`config.mk`:
```
export PLATFORM = sky130hd
export DESIGN_NAME = fd_instr_queue
export DESIGN_NICKNAME = d
export VERILOG_FILES = /design/src/rtl/fd_instr_queue.sv
export SDC_FILE = /design/constraint.sdc
export NUM_CORES = 1
export LEC_CHECK = 0
export ABC_AREA = 0
export CORE_MARGIN = 3
export CORE_UTILIZATION = 55
export DETAILED_ROUTE_END_ITERATION = 6
export PLACE_DENSITY = 0.91
export SETUP_SLACK_MARGIN = 0.3
export SLEW_MARGIN = 5
export SYNTH_ARGS = -nofsm -noshare
export SYNTH_HDL_FRONTEND = slang
export SYNTH_SLANG_ARGS = --single-unit
```
`constraint.sdc`:
```
create_clock -name clock -period 6.53 [get_ports clock]
set_input_delay 0.9795 -clock clock [delete_from_list [all_inputs] [get_ports clock]]
set_output_delay 0.9795 -clock clock [all_outputs]
set_load 0.02 [all_outputs]
```
`src/rtl/fd_instr_queue.sv`:
```
// Fetch-to-decode instruction queue: DEPTH-entry circular buffer of {pc, instr} with flush.
// Optional same-cycle empty-queue bypass is enabled by defining FDQ_BYPASS_EN.
module fd_instr_queue #(
   parameter int unsigned XLEN  = 32,
   parameter int unsigned PC_W  = 32,
   parameter int unsigned DEPTH = 4,
   parameter int unsigned CNT_W = $clog2(DEPTH + 1)
) (
   input  logic             clock,
   input  logic             reset,
   input  logic             f_valid,
   input  logic [PC_W-1:0]  f_pc,
   input  logic [XLEN-1:0]  f_instr,
   output logic             f_ready,
   output logic             d_valid,
   output logic [PC_W-1:0]  d_pc,
   output logic [XLEN-1:0]  d_instr,
   input  logic             d_ready,
   input  logic             br_en,
   output logic [CNT_W-1:0] count,
   output logic             full,
   output logic             empty
);

   localparam int unsigned AW = $clog2(DEPTH);

   logic [AW:0]      r_wr_ptr;
   logic [AW:0]      r_rd_ptr;
   logic [CNT_W-1:0] r_count;
   logic [PC_W-1:0]  r_pc_mem    [DEPTH];
   logic [XLEN-1:0]  r_instr_mem [DEPTH];

   logic w_full;
   logic w_empty;
   logic w_bypass;
   logic w_push;
   logic w_pop;

   // Wrap bit distinguishes full from empty when the index bits match.
   assign w_full  = (r_wr_ptr[AW-1:0] == r_rd_ptr[AW-1:0]) && (r_wr_ptr[AW] != r_rd_ptr[AW]);
   assign w_empty = (r_wr_ptr == r_rd_ptr);

`ifdef FDQ_BYPASS_EN
   assign w_bypass = w_empty & f_valid & ~br_en;
`else
   assign w_bypass = 1'b0;
`endif

   // A bypassed entry taken by decode never enters storage.
   assign w_push = f_valid & ~w_full & ~br_en & ~(w_bypass & d_ready);
   assign w_pop  = ~w_empty & d_ready & ~br_en;

   always_ff @(posedge clock or negedge reset) begin
      if (!reset) begin
         r_wr_ptr <= '0;
         r_rd_ptr <= '0;
         r_count  <= '0;
      end else if (br_en) begin
         r_wr_ptr <= '0;
         r_rd_ptr <= '0;
         r_count  <= '0;
      end else begin
         if (w_push) begin
            r_wr_ptr <= r_wr_ptr + (AW+1)'(1);
         end
         if (w_pop) begin
            r_rd_ptr <= r_rd_ptr + (AW+1)'(1);
         end
         unique case ({w_push, w_pop})
            2'b10:   r_count <= r_count + CNT_W'(1);
            2'b01:   r_count <= r_count - CNT_W'(1);
            default: r_count <= r_count;
         endcase
      end
   end

   always_ff @(posedge clock) begin
      if (w_push) begin
         r_pc_mem[r_wr_ptr[AW-1:0]]    <= f_pc;
         r_instr_mem[r_wr_ptr[AW-1:0]] <= f_instr;
      end
   end

   always_comb begin
      f_ready = ~w_full;
      d_valid = ~w_empty | w_bypass;
      d_pc    = '0;
      d_instr = '0;
      count   = r_count;
      full    = w_full;
      empty   = w_empty;
      if (w_bypass) begin
         d_pc    = f_pc;
         d_instr = f_instr;
      end else if (!w_empty) begin
         d_pc    = r_pc_mem[r_rd_ptr[AW-1:0]];
         d_instr = r_instr_mem[r_rd_ptr[AW-1:0]];
      end
   end

endmodule
```
# After elaboration in Yosys (flattened, before gate mapping)
# Memory sizes are Yosys's and may differ from the RTL's.
# Index checks and enable logic that the tools add are counted.
# classes
add_sub_neg	4
multipliers	0
div	0
magnitude_cmp	0
n_eq_ne	5
shift	0
muxes	10
bitwise_logic	7
reduce_logical	4
# op_table
operator	count
2-to-1 mux 32 bit	2
2-to-1 mux 3 bit	5
adder 3 x 1 -> 3 bit (second input constant)	3
case mux 3 bit (2 select lines)	1
bitwise AND 1 bit	4
nonzero test 2 bit	2
== test 3 bit	1
inverter 1 bit	3
nonzero test 3 bit	1
subtractor 3 x 1 -> 3 bit (second input constant)	1
== test 2 x 1 -> 1 bit (second input constant)	1
== test 2 bit	1
== test 2 bit (second input constant)	1
2-to-1 mux 1 bit	2
logical AND 1 bit	1
!= test 1 bit	1
# totals
reg_bits	9
latch_bits	0
ramBits	256
romBits	0
output_inout_bits	71
n_memories	2
# mem_list
memory	words	word_bits	read_ports	rd_clocked_by_memory_dff	wr	line_no	text
r_instr_mem	4	32	1	0	1	31	logic [XLEN-1:0] r_instr_mem [DEPTH];
r_pc_mem	4	32	1	0	1	30	logic [PC_W-1:0] r_pc_mem [DEPTH];

# Logic depth before layout (Yosys ltp)
# Gate-level depths: netlist of run 1.
# depth
ltp_word	8
ltp_mapped	11

# Worst setup path after synthesis of run 1
# OpenSTA, ideal clock, no wires.
# synth_path
path_kind	input to register
start	input port br_en
end	memory r_instr_mem[3][0] (enable)
arrival_ps	5578
required_time_ps	5965
path_slack_ps	387
cell_stages	2
path_buffers	1
path_cell_list	clkbuf_1 -> nor3_1
# synth_between
elab_chain_len	4
# synth_rtl
element	line_no	text
start: declaration	19	input logic br_en,
inverter 1 bit	50	assign w_push = f_valid & ~w_full & ~br_en & ~(w_bypass & d_ready);
bitwise AND 1 bit	50	
2-to-1 mux 1 bit	78	if (w_push) begin
2-to-1 mux 1 bit (not written as such)	80	r_instr_mem[r_wr_ptr[AW-1:0]] <= f_instr;
end: declaration	31	
# No other way between the ends.

# Worst setup path after layout of run 1
# layout_path
start	register r_rd_ptr[1]
end	output port d_pc[14]
# layout_between
elab_chain_len	2
elab_cells_between_ends	3
cone_classes	1 x eq/ne; 1 x mux; 1 x memory
# layout_rtl
element	line_no	text
start: declaration	28	logic [AW:0] r_rd_ptr;
start signal: assignment	67	r_rd_ptr <= r_rd_ptr + (AW+1)'(1);
memory (4 x 32 bit) / == test 3 bit (equally long branches)	--	
2-to-1 mux 32 bit *	95	end else if (!w_empty) begin
end: declaration	16	output logic [PC_W-1:0] d_pc,
# Every way passes the cells marked *; elsewhere a longest branch is shown, timed or not.

==> reports/qor.txt, run 1 <==
CTS Buffer Depth: 3
Worst-path clk slew: 0.06 ns
Maximum clock frequency: 216 MHz
Clock Skews: 0.00856 ns
Number of global-route vias before repair: 5357
Slew HR: 0.314
MaxCap Viol Count: 0
FF+latch area: 7920 µm²
Worst Setup End Kind: output pin
Worst-margin pin slew: 1.03 ns
Final setup fails: 0
Fillers: 1106
Seq cells post-synth: 265
Sequential area share after synthesis: 0.768
Root Buffer: clkbuf_16
Cells after synthesis: 476
Share of post-route cells with drive strength above 1: 0.181
Largest net degree at the start of global routing: 70
Clock sinks: 265
Die Width: 143 µm
Syn nets: 551
Die Footprint: 20400 µm²
Cts bufs inserted: 26
N_diodes: 0
CTS tree: built
Post-route ant nets: 0
Gpl congestion: 0.718
Row count: 49
First-pass GRT wire length: 30000 µm
Post-Route WL: 19100 µm
Worst-skew pair later-pin latency: 0.51 ns
Port buffer count: 139
Peak VDD IR: 0.000283 V
Critical path peak fanout: 69
Period utilization: 0.709
Vias per cell: 5.71
Hold_ws: 0.602 ns
DRC errors left: 0
# nets final: 697
Syn Std Cell Area: 10300 µm²
Area growth syn-to-layout: 23.0%
Footprint of the multi-input gates: 2270 µm²
Avg Inst Size Synth: 21.7 µm²
Fin crit period: 4.63 ns
Drt pass-1 iters: 5
Critical Path AT: 3.65 ns
Leading cell type in the layout, fill and taps excluded: edfxtp_1
Global-route usage over all layers: 0.190
Final TNS setup: 0 ns
Worst hold path type: reg2reg
Most frequent cells in the layout: edfxtp_1 (256), clkdlybuf4s50_1 (139), mux4_2 (64), and2_1 (64), clkbuf_16 (27)
Critical path type: reg2out
Status: complete, no violations
Routed len/inst: 21.9 µm
Die H: 143 µm
Via Count: 4970
Cell variety after synth: 28
Total chip power: 4.43 mW
Initial Util: 0.566
CORE AREA: 18200 µm²
Final slew viol count: 0
Final WS setup: 1.90 ns
RSZ-0062 raised after global routing: false
Cts repair resizes: 0
Hold buffers post-CTS: 0
Final Hold Violating Endpoints: 0
Crit path launch type: flip-flop
Antenna violations before repair: 0
Iter 0 DRT Violations: 324
GR Overflow Total: 0
Placement Setup Slack: 2.34 ns
# H-tree levels: 1
Static Leak: 4.08 nW
Worst Path Required: 5.55 ns
Synth warnings: 0
IO Pins: 140
PwrDens: 349 nW/µm²
Dpl hpwl: 10800 µm
Setup Fix Bufs, Post-CTS: 0
registers in the layout (all words and copies together) (netlist names):
| register | count |
|---|---|
| r_wr_ptr | 3 |
| count | 3 |
| r_instr_mem | 128 |
| r_rd_ptr | 3 |
| r_pc_mem | 128 |
cells in the mapped netlist:
master,instances,share of area
mux2_1,1,0.0011
nand3_1,1,0.00049
buf_4,2,0.0015
nor2_1,14,0.0051
a21oi_1,1,0.00049
nand2_1,7,0.0025
inv_1,5,0.0018
dfrtp_1,9,0.022
nor2b_1,1,0.00061
ha_1,5,0.0061
xnor2_1,6,0.0051
o31ai_4,1,0.0021
nor3_1,1,0.00049
nand3_2,1,0.00097
xor2_1,4,0.0034
buf_2,6,0.0029
o21a_1,1,0.00073
and2_1,67,0.041
o22ai_2,1,0.0012
fa_1,1,0.0019
edfxtp_1,256,0.75
clkbuf_1,13,0.0047
buf_6,2,0.0022
mux2i_1,3,0.0029
mux4_2,64,0.14
a311oi_2,1,0.0015
nor2_2,1,0.00061
xor2_2,1,0.0016
critical path: stages (launching register included):
cell and delay, ns:
dfrtp_4 1.05, xnor2_1 0.20, nand2_1 0.14, nor2_2 0.06, inv_2 0.74, and2_1 0.29, clkdlybuf4s50_1 0.63
worst paths after layout:
path                                         startpoint                      end  slack (ns)  cells past startpoint
worst max register to register  r_rd_ptr[1]$_DFFE_PN0P_     count[2]$_DFFE_PN0P_        2.96                     10
min in group asynchronous                         reset     count[1]$_DFFE_PN0P_        0.78                      1
worst min register to register     count[0]$_DFFE_PN0P_     count[0]$_DFFE_PN0P_        0.60                      2
worst min-delay path               count[0]$_DFFE_PN0P_     count[0]$_DFFE_PN0P_        0.60                      2
worst max-delay path            r_rd_ptr[1]$_DFFE_PN0P_                 d_pc[14]        1.90                      6
max in group asynchronous                         reset  r_rd_ptr[1]$_DFFE_PN0P_        5.40                      1
metal layers:
layer	track usage	vias up	wire (µm)
met5	0	-	0
met4	0.0465	0	358
met3	0.0358	35	1290
met2	0.319	202	9770
met1	0.265	2536	7650
li1	-	2197	-
through the flow:
stage / area [µm²] / std cells / utilization
2_1_floorplan: 10300 / 476 / -
3_3_place_gp: 11900 / 823 / 0.654
3_5_place_dp: 11900 / 823 / 0.654
4_1_cts: 12700 / 871 / 0.696
5_1_grt: 12700 / 871 / 0.696
6_report: 12700 / 871 / 0.696
logic make-up (layout without fill, tap and decap cells):
kind of cell,Yosys count,in the layout,share of synthesized area
AO/OA/AOI/OAI,5,5,0.00595
flip-flops,265,265,0.768
buffers and inverters,28,194,0.0131
multiplexers,68,68,0.144
XOR/XNOR,11,11,0.0101
adder cells (fa/ha/maj),6,6,0.00801
AND/OR/NAND/NOR,93,93,0.0515
area by class of cell:
cell class / count / area share
inverter: 5 / 0.00148
tap: 229 / 0.0226
clock inverter: 16 / 0.00651
multi-input combinational: 183 / 0.179
timing repair buffer: 141 / 0.111
clock buffer: 32 / 0.0548
sequential: 265 / 0.625
where the power goes:
group | total (mW) | internal (mW) | switching [mW]
sequential | 2.02 | 1.93 | 0.0898
combinational | 1.07 | 0.564 | 0.507
clock | 1.34 | 0.756 | 0.586
Note: power is estimated with default switching activity, not from simulation.
==> inputs of run 2 (changes only) <==
Settings changed: CORE_UTILIZATION 55 to 49, PLACE_DENSITY 0.91 to 0.86.
Clock period 6.53 ns to 4.04 ns, I/O delays scaled along.
==> reports/qor.txt, run 2 (synthesis gave the netlist of run 1 again) <==
Clock Skews: 0.00779 ns
Largest net degree at the start of global routing: 68
Drt pass-1 iters: 4
Worst Setup End Kind: output pin
Final slew viol count: 0
N_diodes: 0
Root Buffer: clkbuf_16
Leading cell type in the layout, fill and taps excluded: edfxtp_1
Worst-skew pair later-pin latency: 0.51 ns
Number of global-route vias before repair: 5352
Maximum clock frequency: 283 MHz
Row count: 52
Final Hold Violating Endpoints: 0
Worst-margin pin slew: 0.961 ns
R2R depth: 5
Slew HR: 0.359
Initial Util: 0.505
Dpl hpwl: 11400 µm
Final setup fails: 0
Setup crit start: r_rd_ptr[1]$_DFFE_PN0P_
Area growth syn-to-layout: 24.7%
Placed cell area: 12000 µm²
Total chip power: 7.36 mW
MaxCap Viol Count: 0
IO Pins: 140
Fin crit period: 3.53 ns
Final TNS setup: 0 ns
Hold buffers post-CTS: 0
Fillers: 1376
Share of post-route cells with drive strength above 1: 0.182
Antenna violations before repair: 0
Post-Route WL: 19200 µm
Peak VDD IR: 0.000387 V
First-pass GRT wire length: 29800 µm
Worst hold path type: in2async
Post-route ant nets: 0
Die Width: 151 µm
Worst Path Required: 3.43 ns
R2r endpoint: r_pc_mem[2][23]$_DFFE_PP_
Flop2flop setup slack: 0.91 ns
RSZ-0062 raised after global routing: false
CORE AREA: 20400 µm²
Critical path endpoint: full
PwrDens: 573 nW/µm²
Cts bufs inserted: 26
Status: complete, no violations
Port buffer count: 139
Static Leak: 4.13 nW
Die H: 151 µm
CTS Buffer Depth: 3
Crit path launch type: flip-flop
# H-tree levels: 1
Global-route usage over all layers: 0.170
Worst-path clk slew: 0.06 ns
Most frequent cells in the layout: edfxtp_1 (256), clkdlybuf4s50_1 (139), mux4_2 (64), and2_1 (64), clkbuf_16 (26)
# nets final: 700
Via Count: 4896
Core Util, Final: 0.629
CTS tree: built
Iter 0 DRT Violations: 306
Vias per cell: 5.36
Critical path type: reg2out
Critical Path AT: 2.92 ns
Gpl congestion: 0.701
Final instance area: 12900 µm²
Critical path peak fanout: 43
Reg-to-reg startpoint: r_rd_ptr[1]$_DFFE_PN0P_
Clock sinks: 265
Routed len/inst: 21.0 µm
GR Overflow Total: 0
Die Footprint: 22800 µm²
DRC errors left: 0
Period utilization: 0.874
## run 2: changes by cell type in the layout (fill, tap and decap cells not counted), sizes merged
cell      change
buf           +3
clkbuf        -1
clkinv        -4
bufinv        +3
clkinvlp      +1
## run 2: repair_timing
item	CTS	global route
gates resized for setup	1	2
setup endpoints to repair	1	31
endpoints found under the hold margin	0	0
setup buffers	0	0
## run 2: layout make-up
type / count / area (µm²) / area share
Multi-Input combinational cell: 183 / 2280 / 0.177
Clock buffer: 31 / 669 / 0.0521
Timing Repair Buffer: 144 / 1460 / 0.113
Sequential cell: 265 / 7920 / 0.616
Clock inverter: 16 / 166 / 0.0129
Tap cell: 270 / 338 / 0.0263
Inverter: 5 / 21.3 / 0.00165
## run 2: critical path, cell delays in order (launching register included)
cell and delay, ns:
dfrtp_4 0.68, buf_6 0.46, xor2_1 0.21, nor2_1 0.25
nand2_1 0.13, inv_1 0.07, clkdlybuf4s50_1 0.59
## run 2: worst min-delay path by stage
stage | from | to | cells past startpoint
after floorplan | reset | count[0]$_DFFE_PN0P_ | 0
after global placement | count[1]$_DFFE_PN0P_ | count[1]$_DFFE_PN0P_ | 2
after CTS | reset | r_rd_ptr[0]$_DFFE_PN0P_ | 1
after global routing | reset | count[2]$_DFFE_PN0P_ | 1
after detailed placement | count[1]$_DFFE_PN0P_ | count[1]$_DFFE_PN0P_ | 2
final | reset | count[2]$_DFFE_PN0P_ | 1
## run 2: power breakdown
part	total, mW	leakage [nW]	internal, mW	switching, mW
Combinational	1.86	1.28	0.937	0.920
Sequential	3.16	2.44	3.11	0.0486
Clock	2.34	0.399	1.38	0.962
Total	7.36	4.13	5.43	1.93
## run 2: routing by layer
metal / GRT usage / vias to the layer above / share of wire
li1: - / 2203 / -
met1: 0.232 / 2517 / 0.42
met2: 0.282 / 150 / 0.50
met3: 0.0398 / 26 / 0.067
met4: 0.0385 / 0 / 0.015
met5: 0 / - / 0
## run 2: stage by stage
stage	std cells	hold WS, ns	setup WS [ns]
floorplan	476	0.310	1.08
global placement	867	0.562	0.851
detailed placement	867	0.592	0.684
CTS	914	0.388	0.330
global route	914	0.409	0.339
finish	914	0.405	0.511
==> inputs of run 3 (changes only) <==
Settings changed: HOLD_SLACK_MARGIN set to 0.06.
==> results of run 3 <==
The final DEF is identical to that of run 2; final timing and power are the same.
